<file path="config.mk">
export PLATFORM = sky130hd
export DESIGN_NAME = fault_syndrome_collector_flat
export DESIGN_NICKNAME = d
export VERILOG_FILES = /design/src/rtl/fault_syndrome_collector_pkg.sv /design/src/rtl/fault_syndrome_collector_if.sv /design/src/rtl/fault_syndrome_collector_cmp_lane.sv /design/src/rtl/fault_syndrome_collector.sv /design/src/flat_wrapper.sv
export SDC_FILE = /design/constraint.sdc
export NUM_CORES = 1
export LEC_CHECK = 0
export ABC_CLOCK_PERIOD_IN_PS = 4500
export CORE_AREA = 2 2 208 210
export DETAILED_ROUTE_END_ITERATION = 10
export DIE_AREA = 0 0 210 212
export SYNTH_ARGS = -nofsm -noshare
export SYNTH_HDL_FRONTEND = slang
export SYNTH_SLANG_ARGS = --single-unit
</file>
<file path="constraint.sdc">
create_clock -name clk -period 4.5 [get_ports clk]
set_clock_uncertainty 0.2 [all_clocks]
set_input_delay 0.9 -clock clk [delete_from_list [all_inputs] [get_ports clk]]
set_output_delay 0.9 -clock clk [all_outputs]
set_load 0.05 [all_outputs]
</file>
<file path="src/rtl/fault_syndrome_collector_pkg.sv">
// Shared types and constants for the fault-dictionary syndrome collector.
package fdict_pkg;

    typedef enum logic [1:0] {
        ST_IDLE    = 2'd0,
        ST_COLLECT = 2'd1,
        ST_REPORT  = 2'd2
    } fsc_state_e;

    localparam int DEF_OUT_W   = 123;
    localparam int DEF_NUM_PAT = 117;
    localparam int DEF_NUM_CH  = 1;
    localparam int DEF_FID_W   = 16;

    // A channel that never mismatched reports one past the last pattern index.
    function automatic int unsigned not_detected_code(input int unsigned num_pat);
        return num_pat;
    endfunction

endpackage

</file>
<file path="src/rtl/fault_syndrome_collector_if.sv">
// Session bus of the syndrome collector: start, pattern-response and record channels.
interface fault_syndrome_collector_if #(
    parameter int OUT_W   = 123,
    parameter int NUM_PAT = 117,
    parameter int NUM_CH  = 1,
    parameter int FID_W   = 16
);
    localparam int IDX_W = $clog2(NUM_PAT + 1);

    // Every channel transfers on a cycle where valid (start/pat_valid/rec_valid) and
    // ready are both high; payload must be stable while valid waits for ready.
    logic                      start;
    logic                      start_ready;
    logic [FID_W-1:0]          fault_id;
    logic [OUT_W-1:0]          cmp_mask;
    logic                      pat_valid;
    logic                      pat_ready;
    logic [OUT_W-1:0]          golden;
    logic [NUM_CH*OUT_W-1:0]   faulty;
    logic                      rec_valid;
    logic                      rec_ready;
    logic [FID_W-1:0]          rec_fault_id;
    logic [NUM_CH*NUM_PAT-1:0] rec_syndrome;
    logic [NUM_CH-1:0]         rec_detected;
    logic [NUM_CH*IDX_W-1:0]   rec_first_idx;
    logic                      busy;

    modport master (
        output start, fault_id, cmp_mask, pat_valid, golden, faulty, rec_ready,
        input  start_ready, pat_ready, rec_valid, rec_fault_id, rec_syndrome,
               rec_detected, rec_first_idx, busy
    );

    modport slave (
        input  start, fault_id, cmp_mask, pat_valid, golden, faulty, rec_ready,
        output start_ready, pat_ready, rec_valid, rec_fault_id, rec_syndrome,
               rec_detected, rec_first_idx, busy
    );

endinterface

</file>
<file path="src/rtl/fault_syndrome_collector_cmp_lane.sv">
// One faulty-copy channel: masked compare, per-pattern syndrome, detected flag, first index.
module fdict_cmp_lane
    import fdict_pkg::*;
#(
    parameter int OUT_W   = DEF_OUT_W,
    parameter int NUM_PAT = DEF_NUM_PAT,
    parameter int IDX_W   = $clog2(NUM_PAT + 1)
) (
    input  logic               clk,
    input  logic               rst,
    input  logic               clr_i,
    input  logic               we_i,
    input  logic [IDX_W-1:0]   idx_i,
    input  logic [OUT_W-1:0]   golden_i,
    input  logic [OUT_W-1:0]   faulty_i,
    input  logic [OUT_W-1:0]   mask_i,
    output logic [NUM_PAT-1:0] syndrome_o,
    output logic               detected_o,
    output logic [IDX_W-1:0]   first_idx_o
);
    localparam logic [IDX_W-1:0] ND_IDX = IDX_W'(not_detected_code(NUM_PAT));

    logic [NUM_PAT-1:0] syn_q, syn_d;
    logic               det_q, det_d;
    logic [IDX_W-1:0]   fi_q, fi_d;
    logic               mis;

    assign mis = |((golden_i ^ faulty_i) & mask_i);

    always_comb begin
        syn_d = syn_q;
        det_d = det_q;
        fi_d  = fi_q;
        if (clr_i) begin
            syn_d = '0;
            det_d = 1'b0;
            fi_d  = ND_IDX;
        end else if (we_i) begin
            // Decoded write keeps the index compare at IDX_W, which can exceed the select width.
            for (int i = 0; i < NUM_PAT; i++) begin
                if (idx_i == IDX_W'(i)) syn_d[i] = mis;
            end
            if (mis && !det_q) begin
                det_d = 1'b1;
                fi_d  = idx_i;
            end
        end
    end

    always_ff @(posedge clk) begin
        if (rst) begin
            syn_q <= '0;
            det_q <= 1'b0;
            fi_q  <= ND_IDX;
        end else begin
            syn_q <= syn_d;
            det_q <= det_d;
            fi_q  <= fi_d;
        end
    end

    assign syndrome_o  = syn_q;
    assign detected_o  = det_q;
    assign first_idx_o = fi_q;

endmodule

</file>
<file path="src/rtl/fault_syndrome_collector.sv">
// Session FSM, pattern counter and record assembly for the fault syndrome collector.
module fault_syndrome_collector
    import fdict_pkg::*;
#(
    parameter int OUT_W   = DEF_OUT_W,
    parameter int NUM_PAT = DEF_NUM_PAT,
    parameter int NUM_CH  = DEF_NUM_CH,
    parameter int FID_W   = DEF_FID_W
) (
    input  logic                       clk,
    input  logic                       rst,
    fault_syndrome_collector_if.slave  bus,
    output fsc_state_e                 dbg_state_o
);
    localparam int               IDX_W    = $clog2(NUM_PAT + 1);
    localparam logic [IDX_W-1:0] LAST_IDX = IDX_W'(NUM_PAT - 1);

    fsc_state_e       state_q;
    logic [IDX_W-1:0] cnt_q;
    logic [FID_W-1:0] fid_q;
    logic [OUT_W-1:0] mask_q;

    logic start_hs;
    logic pat_hs;

    assign start_hs = (state_q == ST_IDLE) && bus.start;
    assign pat_hs   = (state_q == ST_COLLECT) && bus.pat_valid;

    always_ff @(posedge clk) begin
        if (rst) begin
            state_q <= ST_IDLE;
            cnt_q   <= '0;
            fid_q   <= '0;
            mask_q  <= '0;
        end else begin
            case (state_q)
                ST_IDLE: begin
                    if (bus.start) begin
                        state_q <= ST_COLLECT;
                        cnt_q   <= '0;
                        fid_q   <= bus.fault_id;
                        mask_q  <= bus.cmp_mask;
                    end
                end
                ST_COLLECT: begin
                    if (bus.pat_valid) begin
                        cnt_q <= cnt_q + IDX_W'(1);
                        if (cnt_q == LAST_IDX) state_q <= ST_REPORT;
                    end
                end
                ST_REPORT: begin
                    if (bus.rec_ready) state_q <= ST_IDLE;
                end
                default: state_q <= ST_IDLE;
            endcase
        end
    end

    logic [NUM_PAT-1:0] syn_w [NUM_CH];
    logic               det_w [NUM_CH];
    logic [IDX_W-1:0]   fi_w  [NUM_CH];

    for (genvar c = 0; c < NUM_CH; c++) begin : g_lane
        fdict_cmp_lane #(
            .OUT_W   (OUT_W),
            .NUM_PAT (NUM_PAT),
            .IDX_W   (IDX_W)
        ) u_lane (
            .clk         (clk),
            .rst         (rst),
            .clr_i       (start_hs),
            .we_i        (pat_hs),
            .idx_i       (cnt_q),
            .golden_i    (bus.golden),
            .faulty_i    (bus.faulty[c*OUT_W +: OUT_W]),
            .mask_i      (mask_q),
            .syndrome_o  (syn_w[c]),
            .detected_o  (det_w[c]),
            .first_idx_o (fi_w[c])
        );
    end

    logic [NUM_CH*NUM_PAT-1:0] syn_flat;
    logic [NUM_CH-1:0]         det_flat;
    logic [NUM_CH*IDX_W-1:0]   fi_flat;

    always_comb begin
        syn_flat = '0;
        det_flat = '0;
        fi_flat  = '0;
        for (int c = 0; c < NUM_CH; c++) begin
            syn_flat[c*NUM_PAT +: NUM_PAT] = syn_w[c];
            det_flat[c]                    = det_w[c];
            fi_flat[c*IDX_W +: IDX_W]      = fi_w[c];
        end
    end

    assign bus.start_ready   = (state_q == ST_IDLE);
    assign bus.pat_ready     = (state_q == ST_COLLECT);
    assign bus.rec_valid     = (state_q == ST_REPORT);
    assign bus.busy          = (state_q != ST_IDLE);
    assign bus.rec_fault_id  = fid_q;
    assign bus.rec_syndrome  = syn_flat;
    assign bus.rec_detected  = det_flat;
    assign bus.rec_first_idx = fi_flat;
    assign dbg_state_o       = state_q;

endmodule

</file>
<file path="src/flat_wrapper.sv">
// flat-port wrapper written by rule: the top's interface ports become plain ports
module fault_syndrome_collector_flat import fdict_pkg::*;
#(
    parameter int OUT_W   = DEF_OUT_W,
    parameter int NUM_PAT = DEF_NUM_PAT,
    parameter int NUM_CH  = DEF_NUM_CH,
    parameter int FID_W   = DEF_FID_W
)
  (clk, rst, dbg_state_o, bus_start, bus_fault_id, bus_cmp_mask, bus_pat_valid, bus_golden, bus_faulty, bus_rec_ready, bus_start_ready, bus_pat_ready, bus_rec_valid, bus_rec_fault_id, bus_rec_syndrome, bus_rec_detected, bus_rec_first_idx, bus_busy);
  fault_syndrome_collector_if #(.OUT_W(OUT_W), .NUM_PAT(NUM_PAT), .NUM_CH(NUM_CH), .FID_W(FID_W)) bus_i ();
  input  logic clk;
  input  logic rst;
  output fsc_state_e dbg_state_o;
  input wire logic [$bits(bus_i.start)-1:0] bus_start;
  input wire logic [$bits(bus_i.fault_id)-1:0] bus_fault_id;
  input wire logic [$bits(bus_i.cmp_mask)-1:0] bus_cmp_mask;
  input wire logic [$bits(bus_i.pat_valid)-1:0] bus_pat_valid;
  input wire logic [$bits(bus_i.golden)-1:0] bus_golden;
  input wire logic [$bits(bus_i.faulty)-1:0] bus_faulty;
  input wire logic [$bits(bus_i.rec_ready)-1:0] bus_rec_ready;
  output wire logic [$bits(bus_i.start_ready)-1:0] bus_start_ready;
  output wire logic [$bits(bus_i.pat_ready)-1:0] bus_pat_ready;
  output wire logic [$bits(bus_i.rec_valid)-1:0] bus_rec_valid;
  output wire logic [$bits(bus_i.rec_fault_id)-1:0] bus_rec_fault_id;
  output wire logic [$bits(bus_i.rec_syndrome)-1:0] bus_rec_syndrome;
  output wire logic [$bits(bus_i.rec_detected)-1:0] bus_rec_detected;
  output wire logic [$bits(bus_i.rec_first_idx)-1:0] bus_rec_first_idx;
  output wire logic [$bits(bus_i.busy)-1:0] bus_busy;
  assign bus_i.start = bus_start;
  assign bus_i.fault_id = bus_fault_id;
  assign bus_i.cmp_mask = bus_cmp_mask;
  assign bus_i.pat_valid = bus_pat_valid;
  assign bus_i.golden = bus_golden;
  assign bus_i.faulty = bus_faulty;
  assign bus_i.rec_ready = bus_rec_ready;
  assign bus_start_ready = bus_i.start_ready;
  assign bus_pat_ready = bus_i.pat_ready;
  assign bus_rec_valid = bus_i.rec_valid;
  assign bus_rec_fault_id = bus_i.rec_fault_id;
  assign bus_rec_syndrome = bus_i.rec_syndrome;
  assign bus_rec_detected = bus_i.rec_detected;
  assign bus_rec_first_idx = bus_i.rec_first_idx;
  assign bus_busy = bus_i.busy;
  fault_syndrome_collector #(.OUT_W(OUT_W), .NUM_PAT(NUM_PAT), .NUM_CH(NUM_CH), .FID_W(FID_W)) u_core (.clk(clk), .rst(rst), .bus(bus_i), .dbg_state_o(dbg_state_o));
endmodule
</file>
[After elaboration in Yosys (flattened, before gate mapping)]
Cells that the tools add are included.
Storage, ports and cells
  output and inout bits: 147
  logic and storage cells: 387
  input port bits: 390
  bits in read-only memories: 0
  bits in latches: 0
  register bits: 273
  RAM bits: 0
  memories: 0
Cells by class
  $add $sub $neg: 1
  equal/unequal tests: 122
  reductions and logical operators: 131
  bitwise logic cells: 2
  muxes and demuxes: 8
  divide/modulo/power cells: 0
  multipliers: 0
  shifts and indexed selects: 0
  order comparisons: 0
Operators by type and width (number)
  == test 7 bit, second input constant: 53
  AND reduction 2 bit: 119
  == test 7 x 6 -> 1 bit, second input constant: 32
  AND 123 bit: 1
  OR reduction 123 bit: 1
  bitwise XOR 123 bit: 1
  == test 7 x 5 -> 1 bit, second input constant: 16
  == test 7 x 4 -> 1 bit, second input constant: 8
  == test 7 x 3 -> 1 bit, second input constant: 4
  == test 7 x 2 -> 1 bit, second input constant: 2
  2-to-1 mux 7 bit: 2
  case mux 7 bit (2 select lines): 1
  2-to-1 mux 2 bit: 4
  adder 7 x 1 -> 7 bit, second input constant: 1
  == test 7 x 1 -> 1 bit, second input constant: 1
  logical NOT 7 bit: 1
  inequality test 2 bit, second input constant: 3
  case mux 2 bit (3 select lines): 1
  AND reduction 4 bit: 1
  nonzero test 2 bit: 2
  logical AND 1 bit: 3
  AND reduction 3 bit: 1
  == test 2 x 1 -> 1 bit, second input constant: 1
  == test 2 bit, second input constant: 1
  4 further kinds: 4

[Longest topological paths before layout]
Gate-level depths: netlist (run 1).
  word-level depth: 5
  depth in mapped cells: 9
  depth with buffers taken out: 7

[Hierarchy]
A second synthesis (run 1) with hierarchy kept.
Second synthesis, totals
  cell total of the unflattened synthesis: 1513
  area, all modules: 12101.6 um2
Modules (own cells, without submodules)
  fdict_cmp_lane: times used 1, area an instance 6832.8 um2, cells an instance 854, seq. area each 2502.4 um2
  fault_syndrome_collector: times used 1, area an instance 5268.8 um2, cells an instance 659, seq. area each 2962.8 um2

[Worst setup path after synthesis (run 1)]
Ideal clock, no wire load.
  path type: flip-flop to output port
  start: reg u_core.state_q[0] (netlist: u_core.dbg_state_o[0])
  end: out bus_busy
  slack: 1638 ps
  data arrival time: 1762 ps
  buffers on the path: 0
  cell stages (with the launch flop): 3
  data required time: 3400 ps
  path through: dfxtp_1 -> nor2_1 -> inv_1
Between the ends
  cells in the longest elaborated chain, start to end: 1
Ends and longest elaborated chain
  start, declared: line fault_syndrome_collector.sv:18  | fsc_state_e state_q;
  start signal, assigned: line fault_syndrome_collector.sv:31  | state_q <= ST_IDLE;
  start signal, assigned: line fault_syndrome_collector.sv:39  | state_q <= ST_COLLECT;
  start signal, assigned: line fault_syndrome_collector.sv:48  | if (cnt_q == LAST_IDX) state_q <= ST_REPORT;
  nonzero test 2 bit: line fault_syndrome_collector.sv:101  | assign bus.busy = (state_q != ST_IDLE);
  end, declared: line flat_wrapper.sv:28  | output wire logic [$bits(bus_i.busy)-1:0] bus_busy;
No other way between the ends.

[Worst setup path after layout (run 1)]
  start: in bus_golden[105]
  end: reg u_core.g_lane[0].u_lane.fi_q[3]
Between the ends
  cells in the longest elaborated chain, start to end: 5
Ends and longest elaborated chain
  start, declared: line flat_wrapper.sv:18  | input wire logic [$bits(bus_i.golden)-1:0] bus_golden;
  bitwise XOR 123 bit: line fault_syndrome_collector_cmp_lane.sv:28  | assign mis = |((golden_i ^ faulty_i) & mask_i);
  AND 123 bit: line fault_syndrome_collector_cmp_lane.sv:28
  OR reduction 123 bit: line fault_syndrome_collector_cmp_lane.sv:28
  logical AND 1 bit: line fault_syndrome_collector_cmp_lane.sv:43  | if (mis && !det_q) begin
  AND reduction 2 bit (no source line)
  end signal, assigned: line fault_syndrome_collector_cmp_lane.sv:58  | fi_q <= fi_d;
  end, declared: line fault_syndrome_collector_cmp_lane.sv:25  | logic [IDX_W-1:0] fi_q, fi_d;
No other way between the ends.
A chain may end at the register's enable or synchronous reset.

==> flow_metrics.tcl, run 1 <==
set metrics [dict create \
    drtPass1Iterations 5 \
    vias_per_cell 4.789 \
    cts_made_buffers 31 \
    drive_above_1_share_pct 3.694 \
    rrSetupSlack_ns 1.67 \
    fin_area_um2 18460 \
    critPathMaxFanout 66 \
    period_share_pct 78.49 \
    grt_max_degree 125 \
    ys_seq_area_share_pct 46.77 \
    cts_tree "yes" \
    yosysUniqueCellTypes 38 \
    track_usage_pct 22.18 \
    ant_nets 0 \
    rows 76 \
    total_leakage_power_nw 6.366 \
    setup-violations-final 0 \
    port_buffers 536 \
    end_kind "flop" \
    place_inst 2412 \
    clkLatencyLatePin_ns 0.57 \
    synth_ff_type "dfxtp_1" \
    clk_path_buf_depth 3 \
    startpoint_type "input port" \
    fillers 4181 \
    cts_htree_levels 1 \
    slowest_stage "nor4_2" \
    wl_per_cell_um 20.71 \
    cts_hold_buf 0 \
    first_global_vias 11820 \
    overflow 0 \
    synth_edf_count 0 \
    final_nets 2293 \
    die_area_um2 44520 \
    drv_cap 0 \
    path_cells "clkdlybuf4s50_1, xor2_1, a22oi_1, nand4_1, nor4_2, and4_4, buf_12, o21ai_1, a21oi_1" \
    antenna_found_initial 26 \
    gp_congestion 0.9351 \
    cts_resized 0 \
    synth_cells 1420 \
    root_buffer "clkbuf_16" \
    die_h_um 212 \
    crit_type "in2reg" \
    cts_setup_buffers 0 \
    yosysWarnings 0 \
    min_path_cells 2 \
    worst_pin_slew_ns 0.8801 \
    synth_nets 1814 \
    final_cells 2482 \
    avgSynthCellArea_um2 8.230 \
    synthArstFlopShare_pct 0 \
    required_ns 4.80 \
    synth_top_area_share_pct 46.77 \
    drc 0 \
    ioPinCount 537 \
    min_from "u_core.mask_q[25]" \
    core_area_um2 42510 \
    totalWireLength_mm 51.41 \
    netlist_area_um2 11690 \
    status "completed" \
    min_to "u_core.mask_q[25]" \
    drt_iter0_markers 633 \
    peakVddDrop_mv 0.2521 \
    fin_crit_ns 3.532 \
    clk_pin_slew_worst_paths_ns 0.06 \
    ys_ff_latch 273 \
    dp_hpwl_mm 40.14 \
    grt_setup_unrepaired "no" \
    die_w_um 210 \
    synth_largest_area_cell "dfxtp_1" \
    fmax_mhz 283.1 \
    reg2reg_depth 7 \
    critPathMaxStageDelay_ns 0.59 \
    worstPathArrival_ns 3.83 \
    reg2reg_to "u_core.g_lane[0].u_lane.first_idx_o[3]" \
    dr_total_vias 11890 \
    setup_tns_ns 0 \
    grt_pass1_wl_mm 74.18 \
    dpl_cell_area_um2 17460 \
    hold_viol 0 \
    cts_sinks 273 \
    max-slew-margin-rel_pct 40.88 \
    initial_utilization_pct 27.49 \
    hp-class "reg2reg" \
    synthTopCellsByArea "dfxtp_1, xor2_1, nand2_1, a21oi_1, nor2_1" \
    drv_slew 0 \
    syn2layout_area_growth_pct 58.00 \
    r2r_start "u_core.mask_q[105]" \
    power_per_cell_area_nw_per_um2 328.8 \
]
-- synthesized netlist by cell type (9+ instances only) --
cell / instances
a211oi_1: 85
a21oi_1: 176
a22oi_1: 61
a311oi_1: 32
buf_2: 14
buf_4: 9
clkbuf_1: 73
dfxtp_1: 273
nand2_1: 287
nand3_1: 20
nand4_1: 24
nor2_1: 182
xor2_1: 127
-- per-layer routing --
layer,share of wire [%],global-route usage [%]
met3,7.7,6.558
met4,2.6,6.554
met1,38,24.33
met2,52,41.22
met5,0.21,0
-- area by class of cell --
cell class | count | area [µm²] | share of cell area (%)
Timing Repair Buffer | 545 | 5497 | 29.77
Multi-Input combinational cell | 1043 | 5798 | 31.40
Sequential cell | 273 | 5465 | 29.60
Inverter | 5 | 18.77 | 0.1016
Clock buffer | 42 | 857.1 | 4.642
Tap cell | 546 | 683.2 | 3.700
Clock inverter | 14 | 110.1 | 0.5963
Antenna cell | 14 | 35.03 | 0.1897
-- power breakdown --
part           internal (mW)  switching, mW  total [mW]  leakage [nW]
Combinational          0.510          0.541        1.05          3.67
Sequential              2.52         0.0610        2.58          2.22
Clock                   1.39           1.05        2.44         0.474
Total                   4.42           1.65        6.07          6.37
-- layout by cell type, fill, tap and decap left out, types with 14 or more instances in the layout --
| cell | Yosys | final |
|---|---|---|
| a211oi_1 | 85 | 85 |
| a21oi_1 | 176 | 176 |
| a22oi_1 | 61 | 61 |
| a311oi_1 | 32 | 32 |
| clkbuf_16 | 0 | 31 |
| clkdlybuf4s50_1 | 0 | 535 |
| dfxtp_1 | 273 | 273 |
| diode_2 | 0 | 14 |
| nand2_1 | 287 | 286 |
| nand3_1 | 20 | 20 |
| nand4_1 | 24 | 24 |
| nor2_1 | 182 | 182 |
| xor2_1 | 127 | 127 |
-- per-stage QoR --
step                power, mW  setup slack (ns)  hold WS (ns)  utilization (%)
global route            6.322            0.9175        0.2687            43.41
global placement        3.688            0.3140        0.2420            41.08
finish                  6.072            0.9681        0.2533            43.44
floorplan               3.086             1.638        0.2357                -
detailed placement      3.698            0.3419        0.2467            41.08
CTS                     6.141            0.9364        0.2548            43.36
-- worst max-delay path: cells and delay by family --
kind                      cells  cell delay, ns
buffers and inverters         2            0.75
and+or+nand+nor               3            1.30
AOI/OAI and AO/OA             3            0.67
xor gates and xnor gates      1            0.17
-- registers in the layout (all words and copies together), names as in the netlist --
register                          cells
u_core.dbg_state_o                    2
u_core.mask_q                       123
u_core.g_lane.u_lane.first_idx_o      7
u_core.cnt_q                          7
u_core.g_lane.u_lane.syndrome_o     117
u_core.bus.rec_fault_id              16
u_core.g_lane.u_lane.detected_o       1
-- worst max-delay path by stage --
stage / from / slack (ns) / end
2_1_floorplan: u_core.dbg_state_o[0] / 1.64 / bus_busy
3_3_place_gp: bus_golden[105] / 0.31 / u_core.g_lane[0].u_lane.first_idx_o[3]
3_5_place_dp: bus_golden[105] / 0.34 / u_core.g_lane[0].u_lane.first_idx_o[3]
4_1_cts: bus_golden[105] / 0.94 / u_core.g_lane[0].u_lane.first_idx_o[3]
5_1_grt: bus_faulty[17] / 0.92 / u_core.g_lane[0].u_lane.first_idx_o[3]
6_report: bus_golden[105] / 0.97 / u_core.g_lane[0].u_lane.first_idx_o[3]
-- cell families after synthesis --
family          Yosys count  share of synthesized area [%]
simple gates            547                          19.56
fa+ha+maj                 4                         0.4283
xor+xnor                127                          9.518
flops                   273                          46.77
mux                       2                         0.1713
buf+inv                 104                          3.790
compound gates          363                          19.76
(Power assumes the default switching activity.)
==> run 2, diff against run 1 <==
ABC_CLOCK_PERIOD_IN_PS = 3100   (was 4500)
CORE_AREA = 2 2 207 209   (was 2 2 208 210)
DIE_AREA = 0 0 209 211   (was 0 0 210 212)
clock period = 3.1 ns   (was 4.5 ns; I/O delays follow)
==> flow_metrics.tcl, run 2 (synthesis results as in run 1) <==
set metrics [dict create \
    ioPinCount 537 \
    drive_above_1_share_pct 5.128 \
    total_power_mw 9.072 \
    end_kind "flop" \
    multiInputGateArea_um2 5804 \
    fmax_mhz 342.0 \
    dr_total_vias 12090 \
    vias_per_cell 4.835 \
    hold_viol 0 \
    regMostFlops "u_core.mask_q" \
    setup_tns_ns 0 \
    overflow 0 \
    fin_crit_ns 2.924 \
    post-place-ws_ns -0.6743 \
    totalWireLength_mm 51.30 \
    syn2layout_area_growth_pct 60.54 \
    dp_hpwl_mm 40.41 \
    die_area_um2 44100 \
    initial_utilization_pct 27.99 \
    core_area_um2 41760 \
    antenna_found_initial 24 \
    cts_sinks 273 \
    clk_path_buf_depth 3 \
    crit_type "in2reg" \
    die_h_um 211 \
    period_share_pct 94.31 \
    power_per_cell_area_nw_per_um2 483.5 \
    worst_pin_slew_ns 0.9205 \
    rows 75 \
    startpoint_type "input port" \
    cts_setup_buffers 0 \
    root_buffer "clkbuf_16" \
    grt_max_degree 125 \
    grt_setup_unrepaired "no" \
    drt_iter0_markers 651 \
    layout_common_cells "clkdlybuf4s50_1, nand2_1, dfxtp_1" \
    worstPathArrival_ns 3.08 \
    critPathMaxFanout 56 \
    worst_slack_ns 0.1764 \
    final_common_cell "clkdlybuf4s50_1" \
    cts_made_buffers 34 \
    drv_cap 0 \
    total_leakage_power_nw 6.549 \
    cts_hold_buf 0 \
    final_nets 2323 \
    drc 0 \
    largest_reg_flops 123 \
    gp_congestion 0.9448 \
    final_util_pct 44.93 \
    die_w_um 209 \
    drv_slew 0 \
    fillers 4159 \
    clkLatencyLatePin_ns 0.51 \
    wl_per_cell_um 20.52 \
    first_global_vias 12060 \
    cts_htree_levels 2 \
    hold_ws_ns 0.2275 \
    peakVddDrop_mv 0.2842 \
    track_usage_pct 22.35 \
    ant_nets 0 \
    drtPass1Iterations 5 \
    regArea_um2 5465 \
    max-slew-margin-rel_pct 38.50 \
    hp-class "in2reg" \
    required_ns 3.26 \
    grt_pass1_wl_mm 73.77 \
    status "completed" \
    port_buffers 536 \
    cts_tree "yes" \
    setup-violations-final 0 \
    clk_pin_slew_worst_paths_ns 0.06 \
]
## run 2: cell count changes in the layout (fill, tap and decap cells not counted), sizes merged
cell / previous run / this run
bufinv: 1 / 0
diode: 14 / 11
clkinvlp: 3 / 0
clkinv: 8 / 6
clkbuf: 42 / 49
buf: 10 / 37
## run 2: where the power goes
group / internal, mW / switching (mW)
logic: 0.779 / 0.789
clock network: 2.23 / 1.52
registers: 3.66 / 0.0854
## run 2: repair_timing
item | 4_1_cts | 5_1_grt
endpoints found under the hold margin | 0 | 0
setup endpoints to repair | 122 | 0
resized for setup | 1 | 0
## run 2: worst paths after layout
path	startpoint	to	slack [ns]	cells past startpoint
setup / recovery	bus_golden[42]	u_core.g_lane[0].u_lane.syndrome_o[56]	0.18	10
hold / removal	rst	u_core.bus.rec_fault_id[8]	0.23	2
setup reg to reg	u_core.mask_q[11]	u_core.g_lane[0].u_lane.syndrome_o[56]	0.59	8
hold reg to reg	u_core.bus.rec_fault_id[14]	u_core.bus.rec_fault_id[14]	0.25	2
## run 2: cell type report
class,count,area share [%]
multi-input cells,1043,30.94
inverters,5,0.1000
flip-flops and latches,273,29.13
well taps,539,3.595
diodes,11,0.1467
repair buffers,572,30.49
clock inverters,8,0.2734
clock buffers,49,5.322
## run 2: metrics by stage
step,cells,area [µm²]
6_report,2500,18760
3_3_place_gp,2432,17680
5_1_grt,2498,18760
4_1_cts,2489,18730
2_1_floorplan,1420,11690
3_5_place_dp,2432,17680
## run 2: critical path, stage by stage
cell             delay (ns)
clkdlybuf4s50_1        0.43
xor2_1                 0.17
a22oi_1                0.27
buf_4                  0.18
nand4_1                0.13
nor4_1                 0.38
buf_4                  0.18
and4_4                 0.30
buf_12                 0.26
a211oi_1               0.12
## run 2: metal layers
layer,wire length (µm),vias up,global-route usage (%)
li1,-,5930,-
met1,18750,5598,23.71
met2,26250,460,40.94
met3,4358,90,7.122
met4,1869,10,9.089
met5,65,-,0
